<file path="config.mk">
export PLATFORM = sky130hd
export DESIGN_NAME = mem_access_unit
export DESIGN_NICKNAME = d
export VERILOG_FILES = /design/src/rtl/mem_access_pkg.sv /design/src/rtl/mem_lane_align.sv /design/src/rtl/mem_access_unit.sv
export SDC_FILE = /design/constraint.sdc
export NUM_CORES = 1
export LEC_CHECK = 0
export ABC_AREA = 1
export BUFFER_PORTS_ARGS = -buffer_cell sky130_fd_sc_hd__buf_2
export CAP_MARGIN = 0
export CELL_PAD_IN_SITES_DETAIL_PLACEMENT = 0
export CELL_PAD_IN_SITES_GLOBAL_PLACEMENT = 1
export CORE_MARGIN = 2
export CORE_UTILIZATION = 31
export DETAILED_ROUTE_END_ITERATION = 8
export PLACE_DENSITY = 0.89
export REMOVE_ABC_BUFFERS = 1
export SLEW_MARGIN = 25
export SYNTH_ARGS = -nofsm -noshare
export SYNTH_HDL_FRONTEND = slang
export SYNTH_SLANG_ARGS = --single-unit
</file>
<file path="constraint.sdc">
create_clock -name Clk -period 1.3 [get_ports Clk]
set_input_delay 0.13 -clock Clk [delete_from_list [all_inputs] [get_ports Clk]]
set_output_delay 0.13 -clock Clk [all_outputs]
set_load 0.005 [all_outputs]
</file>
<file path="src/rtl/mem_access_pkg.sv">
// Shared encodings for the MIPS sub-word memory access unit: access sizes,
// FSM states and the alignment rule.
package mem_access_pkg;

    localparam logic [1:0] SZ_BYTE = 2'b00;
    localparam logic [1:0] SZ_HALF = 2'b01;
    localparam logic [1:0] SZ_WORD = 2'b10;

    typedef enum logic {
        ST_IDLE  = 1'b0,
        ST_MERGE = 1'b1
    } state_t;

    // Size 11 is never legal; halves need an even address, words a multiple of 4.
    function automatic logic isMisaligned(input logic [1:0] size, input logic [1:0] offset);
        case (size)
            SZ_BYTE: isMisaligned = 1'b0;
            SZ_HALF: isMisaligned = offset[0];
            SZ_WORD: isMisaligned = (offset != 2'b00);
            default: isMisaligned = 1'b1;
        endcase
    endfunction

endpackage

</file>
<file path="src/rtl/mem_lane_align.sv">
// Big-endian lane selection: extracts and extends a load lane from a word,
// and produces the word with one lane replaced by right-justified store data.
module mem_lane_align
    import mem_access_pkg::*;
(
    input  logic [31:0] i_word,
    input  logic [1:0]  i_offset,
    input  logic [1:0]  i_size,
    input  logic        i_unsigned,
    input  logic [15:0] i_store_data,
    output logic [31:0] o_load,
    output logic [31:0] o_merged
);

    logic [7:0]  w_byte;
    logic [15:0] w_half;

    always_comb begin
        w_byte   = 8'h00;
        w_half   = 16'h0000;
        o_load   = 32'h0000_0000;
        o_merged = i_word;

        // Offset 0 is the most significant byte.
        case (i_offset)
            2'd0:    w_byte = i_word[31:24];
            2'd1:    w_byte = i_word[23:16];
            2'd2:    w_byte = i_word[15:8];
            default: w_byte = i_word[7:0];
        endcase
        w_half = i_offset[1] ? i_word[15:0] : i_word[31:16];

        case (i_size)
            SZ_BYTE: begin
                o_load = {{24{~i_unsigned & w_byte[7]}}, w_byte};
                case (i_offset)
                    2'd0:    o_merged[31:24] = i_store_data[7:0];
                    2'd1:    o_merged[23:16] = i_store_data[7:0];
                    2'd2:    o_merged[15:8]  = i_store_data[7:0];
                    default: o_merged[7:0]   = i_store_data[7:0];
                endcase
            end
            SZ_HALF: begin
                o_load = {{16{~i_unsigned & w_half[15]}}, w_half};
                if (i_offset[1]) begin
                    o_merged[15:0] = i_store_data;
                end else begin
                    o_merged[31:16] = i_store_data;
                end
            end
            SZ_WORD: o_load = i_word;
            default: ;
        endcase
    end

endmodule

</file>
<file path="src/rtl/mem_access_unit.sv">
// MEM-stage front end for a word-only DataMemory: adds byte/half loads and
// stores, running sub-word stores as a two-cycle read-modify-write.
module mem_access_unit
    import mem_access_pkg::*;
#(
    parameter int ADDR_W = 32,
    parameter int DATA_W = 32
) (
    input  logic              Clk,
    input  logic              Reset_n,
    input  logic              Req,
    input  logic              MemRead,
    input  logic              MemWrite,
    input  logic [1:0]        Size,
    input  logic              Unsigned,
    input  logic [ADDR_W-1:0] Address,
    input  logic [DATA_W-1:0] StoreData,
    output logic [DATA_W-1:0] LoadData,
    output logic              Stall,
    output logic              AddrError,
    output logic [ADDR_W-1:0] MemAddress,
    output logic [DATA_W-1:0] MemWriteData,
    output logic              MemRead_o,
    output logic              MemWrite_o,
    input  logic [DATA_W-1:0] MemReadData
);

    state_t             r_state;
    logic [DATA_W-1:0]  r_oldWord;
    logic [ADDR_W-3:0]  r_wordAddr;
    logic [1:0]         r_offset;
    logic [1:0]         r_size;
    logic [15:0]        r_storeData;

    logic               w_access;
    logic               w_error;
    logic               w_subStore;
    logic [DATA_W-1:0]  w_loadValue;
    logic [DATA_W-1:0]  w_mergedWord;
    logic [DATA_W-1:0]  w_unusedExtractMerged;
    logic [DATA_W-1:0]  w_unusedMergeLoad;

    assign w_access   = Req & (MemRead | MemWrite);
    assign w_error    = w_access & isMisaligned(Size, Address[1:0]);
    assign w_subStore = w_access & MemWrite & ~w_error & (Size != SZ_WORD);

    mem_lane_align u_extract (
        .i_word       (MemReadData),
        .i_offset     (Address[1:0]),
        .i_size       (Size),
        .i_unsigned   (Unsigned),
        .i_store_data (StoreData[15:0]),
        .o_load       (w_loadValue),
        .o_merged     (w_unusedExtractMerged)
    );

    mem_lane_align u_merge (
        .i_word       (r_oldWord),
        .i_offset     (r_offset),
        .i_size       (r_size),
        .i_unsigned   (1'b0),
        .i_store_data (r_storeData),
        .o_load       (w_unusedMergeLoad),
        .o_merged     (w_mergedWord)
    );

    always_ff @(posedge Clk) begin
        if (!Reset_n) begin
            r_state     <= ST_IDLE;
            r_oldWord   <= '0;
            r_wordAddr  <= '0;
            r_offset    <= 2'b00;
            r_size      <= 2'b00;
            r_storeData <= 16'h0000;
        end else begin
            case (r_state)
                ST_IDLE: begin
                    if (w_subStore) begin
                        r_state     <= ST_MERGE;
                        r_oldWord   <= MemReadData;
                        r_wordAddr  <= Address[ADDR_W-1:2];
                        r_offset    <= Address[1:0];
                        r_size      <= Size;
                        r_storeData <= StoreData[15:0];
                    end
                end
                default: r_state <= ST_IDLE;
            endcase
        end
    end

    // Outputs are forced to zero during reset, which also kills a pending MERGE write.
    always_comb begin
        LoadData     = '0;
        Stall        = 1'b0;
        AddrError    = 1'b0;
        MemAddress   = '0;
        MemWriteData = '0;
        MemRead_o    = 1'b0;
        MemWrite_o   = 1'b0;
        if (Reset_n) begin
            if (r_state == ST_MERGE) begin
                MemAddress   = {r_wordAddr, 2'b00};
                MemWrite_o   = 1'b1;
                MemWriteData = w_mergedWord;
            end else begin
                MemAddress = {Address[ADDR_W-1:2], 2'b00};
                if (w_error) begin
                    AddrError = 1'b1;
                end else if (w_access && MemWrite) begin
                    if (Size == SZ_WORD) begin
                        MemWrite_o   = 1'b1;
                        MemWriteData = StoreData;
                    end else begin
                        MemRead_o = 1'b1;
                        Stall     = 1'b1;
                    end
                end else if (w_access) begin
                    MemRead_o = 1'b1;
                    LoadData  = w_loadValue;
                end
            end
        end
    end

endmodule

</file>
# Yosys cells after proc, flatten, opt, wreduce, memory -nomap -nowiden
# Index checks and enable logic that the tools add are counted.
dict set report totals {
  output_inout_bits 100
  inputBits 104
  register_bits 83
}
dict set report classes {
  bitwise_logic 12
  n_mux 42
  n_reduce_logical 9
  eq_ne 8
}
# cell n
set ops {}
lappend ops {{32-bit 2-to-1 mux} 12}
lappend ops {{32-bit one-hot mux with 3 select lines} 1}
lappend ops {{32-bit one-hot mux with 2 select lines} 1}
lappend ops {{16-bit 2-to-1 mux} 3}
lappend ops {{8-bit 2-to-1 mux} 4}
lappend ops {{8-bit one-hot mux with 3 select lines} 1}
lappend ops {{1-bit 2-to-1 mux} 19}
lappend ops {{2-bit by 1-bit equality test with 1-bit output, second input constant} 4}
lappend ops {{2-bit zero test} 4}
lappend ops {{1-bit bitwise AND} 7}
lappend ops {{2-bit equality test, second input constant} 3}
lappend ops {{1-bit inverter} 4}
lappend ops {{1-bit one-hot mux with 3 select lines} 1}
lappend ops {{3-bit OR reduction} 1}
lappend ops {{2-bit != test, second input constant} 1}
lappend ops {{2-bit AND reduction} 1}
lappend ops {{2-bit nonzero test} 1}
lappend ops {{2-bit OR reduction} 1}
lappend ops {{1-bit logical AND} 1}
lappend ops {{1-bit bitwise OR} 1}

# Depth between registers and ports, before layout
dict set report logic_depth {
  depth_word 9
  ltp_mapped 10
  mapped_depth_nobuf 9
}

# Cells and area by module
# From an unflattened synthesis, not the netlist that was laid out.
dict set report hier_totals {
  hier_cells 1646
  area_unflattened_um2 8659.6
}
# module area_per_inst_um2 instances cells_each
set by_module_without_submodules {}
lappend by_module_without_submodules {mem_access_unit 5013.6 1 818}
lappend by_module_without_submodules {mem_lane_align 1823.0 2 414}

# Least setup slack after synthesis
# No wires, ideal clock.
dict set report synth_path {
  path_type {flip-flop to output port}
  startpoint {reg r_size[1]}
  endpoint {out MemWriteData[8]}
  path_stages_with_launch 9
  path_slack_ns -0.080
  path_buffers 2
  arrival_ns 1.250
  path_cell_list {dfxtp_1 > buf_4 > nor2_1 > buf_2 > o211ai_1 > nand3_1 > nand2_1 > nand2_1 > inv_1}
}
dict set report synth_via {
  elab_chain_len 4
  word_cells_on_any_way 5
  cone_classes {eq/ne: 1; mux: 3; reduce/logical: 1}
}
# element line_no
set synth_rtl {}
lappend synth_rtl {{start: declaration} mem_access_unit.sv:32} ;# logic [1:0] r_size;
lappend synth_rtl {{start signal: assignment} mem_access_unit.sv:83} ;# r_size <= Size;
lappend synth_rtl {{2-bit by 1-bit equality test with 1-bit output / 2-bit zero test (equally long branches)} mem_lane_align.sv:33} ;# case (i_size)
lappend synth_rtl {{32-bit one-hot mux with 2 select lines *} mem_lane_align.sv:33}
lappend synth_rtl {{32-bit 2-to-1 mux *} mem_access_unit.sv:102} ;# if (r_state == ST_MERGE) begin
lappend synth_rtl {{32-bit 2-to-1 mux *} mem_access_unit.sv:101} ;# if (Reset_n) begin
lappend synth_rtl {{end: declaration} mem_access_unit.sv:22} ;# output logic [DATA_W-1:0] MemWriteData,
# Mark *: on every way between the ends. The rest lies on a longest branch, timed or not.

# Final worst setup path
dict set report layout_path {
  startpoint {reg r_state}
  endpoint {out LoadData[30]}
}
dict set report layout_via {
  elab_chain_len 2
}
# element line_no
set layout_rtl {}
lappend layout_rtl {{start: declaration} mem_access_unit.sv:28} ;# state_t r_state;
lappend layout_rtl {{start signal: assignment} mem_access_unit.sv:69} ;# r_state <= ST_IDLE;
lappend layout_rtl {{start signal: assignment} mem_access_unit.sv:79} ;# r_state <= ST_MERGE;
lappend layout_rtl {{start signal: assignment} mem_access_unit.sv:87} ;# default: r_state <= ST_IDLE;
lappend layout_rtl {{32-bit 2-to-1 mux} mem_access_unit.sv:102}
lappend layout_rtl {{32-bit 2-to-1 mux} mem_access_unit.sv:101}
lappend layout_rtl {{end: declaration} mem_access_unit.sv:18} ;# output logic [DATA_W-1:0] LoadData,
# No other way between the ends.

==> flow_metrics.tcl <==
set metrics [dict create \
    cp_max_fo 7 \
    drt-vias-per-instance 5.22 \
    drt_wl_total_um 27500 \
    ff2ff_setup_slack_ns -0.43 \
    ys.flop_type "dfxtp_1" \
    outcome "complete, but fails checks" \
    clkLatencyLatePin_ns 0.35 \
    yosysTopAreaCell "dfxtp_1" \
    clk_pin_slew_worst_paths_ns 0.06 \
    cts_root_buf "clkbuf_16" \
    arrival_ns 1.72 \
    critPathRequiredTime_ns 1.17 \
    insertedDiodeCount 0 \
    rows 51 \
    ant_nets 0 \
    synth_area_sq_um 6120 \
    drv_cap 0 \
    powerDensity_nw_per_um2 739 \
    crit_path_end_kind "output port" \
    dp_slack_ns -0.285 \
    cts_buffer_depth 2 \
    core_area_sq_um 19400 \
    synth_cells 1072 \
    die_h_um 144 \
    drt_iter0_markers 805 \
    hold_slack_ns 0.00522 \
    failed_checks "negative setup slack" \
    grt_max_degree 73 \
    layout_setup_ws_ns -0.555 \
    grt_pass1_vias 7221 \
    yosysMostFrequentCell "nand2_1" \
    peakVddDrop_uv 605 \
    hold_violations 0 \
    cts_max_level 3 \
    die_area_sq_um 20900 \
    rsz0062_at_grt "yes" \
    min-delay-start "Address[8]" \
    crit_start "r_state" \
    endpoint "LoadData[30]" \
    ys_async_sr_fraction_pct 0 \
    crit_type "reg2out" \
    synthDistinctLibCells 30 \
    p_leak_nw 4.74 \
    start_util_pct 31.5 \
    syn_avg_cell_area_sq_um 5.71 \
    r2r_cells 9 \
    final.period_utilization_pct 143 \
    clock_skew_ns 0.00796 \
    report.final.slew_viol_count 0 \
    antenna_found_initial 0 \
    worstSetupStartpointType "flip-flop" \
    fp.dieW_um 144 \
    cts_tree "yes" \
    hpwl_um 16500 \
    final_net_count 1441 \
    grt_pass1_wl_um 37700 \
    setup_viol 181 \
    ys_seq_elements 83 \
    max_freq_mhz 539 \
    grt.total_usage_pct 22.8 \
    place_congestion 0.951 \
    yosys_warnings 0 \
    finish.utilization_pct 51.5 \
    rr_startpoint "r_state" \
    area_delta_synth_final_pct 63.2 \
    numCtsBuffers 9 \
    cts_hold_buf 0 \
    yosys-top-cells-count "nand2_1, nor2_1, o21ai_0" \
    synth_top_area_share_pct 27.2 \
    cts.sink_count 83 \
    routedWlPerCell_um 17.2 \
    drive_gt1_share_pct 41.7 \
    r2r_end "r_oldWord[14]" \
    fin_crit_ns 1.85 \
    io_pins 204 \
    drc 0 \
    vias 8367 \
    drt-pass1-iter-count 7 \
    port_buffers 201 \
    holdCritPathClass "in2reg" \
    yosys-top-cells-area "dfxtp_1, nand2_1, nor2_1" \
    synth_edf_count 0 \
    grt.overflow.total 0 \
    yosysSeqAreaShare_pct 27.2 \
]
-- report_power, final --
group,internal [mW],leakage (nW),switching (mW)
logic,0.796,3.91,1.07
clock network,1.70,0.150,1.06
registers,2.64,0.679,0.112
total,5.14,4.74,2.24
-- state kept, by name, summed over array words and instances, names as in the netlist --
register,flops
r_oldWord,32
r_offset,2
r_state,1
r_size,2
r_storeData,16
r_wordAddr,30
-- how the worst min path moves through the flow --
stage | to | slack, ns | cells after the start
floorplan | r_offset[1] | 0.27 | 2
global placement | r_wordAddr[27] | 0.37 | 3
detailed placement | r_storeData[2] | 0.38 | 3
CTS | r_wordAddr[27] | 0.01 | 3
global route | r_wordAddr[15] | 0.01 | 3
finish | r_wordAddr[6] | 0.005 | 3
-- cells by family (layout without fill, tap and decap cells) --
family | after synthesis | in the layout | share of synthesized area (%)
simple gates | 617 | 617 | 43.6
compound gates | 207 | 207 | 18.0
buf+inv | 164 | 430 | 11.1
flops | 83 | 83 | 27.2
other cells | 1 | 2 | 0.0613
-- layer usage --
metal / share of wire [%] / track usage (%) / vias up
li1: - / - / 4045
met1: 42 / 30.7 / 3817
met2: 45 / 36.0 / 416
met3: 9.2 / 5.96 / 89
met4: 3.8 / 6.44 / 0
met5: 0 / 0 / -
-- metrics by stage --
step / instance area, sq um / power, mW / instances / setup TNS (ns)
2_1_floorplan: 5740 / 3.43 / 988 / -340.07
4_1_cts: 8790 / 7.12 / 1572 / -58.64
3_5_place_dp: 7820 / 4.22 / 1540 / -27.63
5_1_grt: 9980 / 7.70 / 1604 / -84.72
3_3_place_gp: 7820 / 4.21 / 1540 / -24.97
6_report: 9980 / 7.38 / 1604 / -72.71
-- placed cells by master, fill, tap and decap left out, types with 7 or more instances in the layout --
cell type	n
a21oi_2	34
a22oi_1	16
buf_12	18
buf_2	200
buf_4	65
buf_6	30
buf_8	9
clkbuf_16	22
dfxtp_1	78
inv_1	66
nand2_1	192
nand2_2	21
nand2_4	7
nand3_1	51
nand3_2	34
nor2_1	160
nor2_4	27
nor3_1	74
nor3_2	8
o21ai_0	70
o21ai_1	51
o21ai_2	23
or2_2	15
-- what timing repair did --
| item | CTS | global route |
|---|---|---|
| buffers inserted | 14 | 21 |
| endpoints found under the hold margin | 0 | 0 |
| gates resized for setup | 123 | 254 |
| pin swaps | 37 | 61 |
| cloned | 5 | 17 |
| setup endpoints to repair | 181 | 181 |
-- critical path, stage by stage (launching register included) --
cell,delay [ns]
dfxtp_4,0.37
clkinv_4,0.08
nand2_4,0.07
nor2_4,0.15
nand3_4,0.17
buf_6,0.17
clkbuf_16,0.15
a21oi_2,0.09
buf_2,0.12
-- layout make-up --
type	count	area (sq um)
fillers	1956	9420
multi-input cells	826	4610
repair buffers	338	2730
flip-flops and latches	83	1680
well taps	265	332
inverters	79	327
clock buffers	10	239
clock inverters	3	65.1
Note: power is estimated with default switching activity, not from simulation.
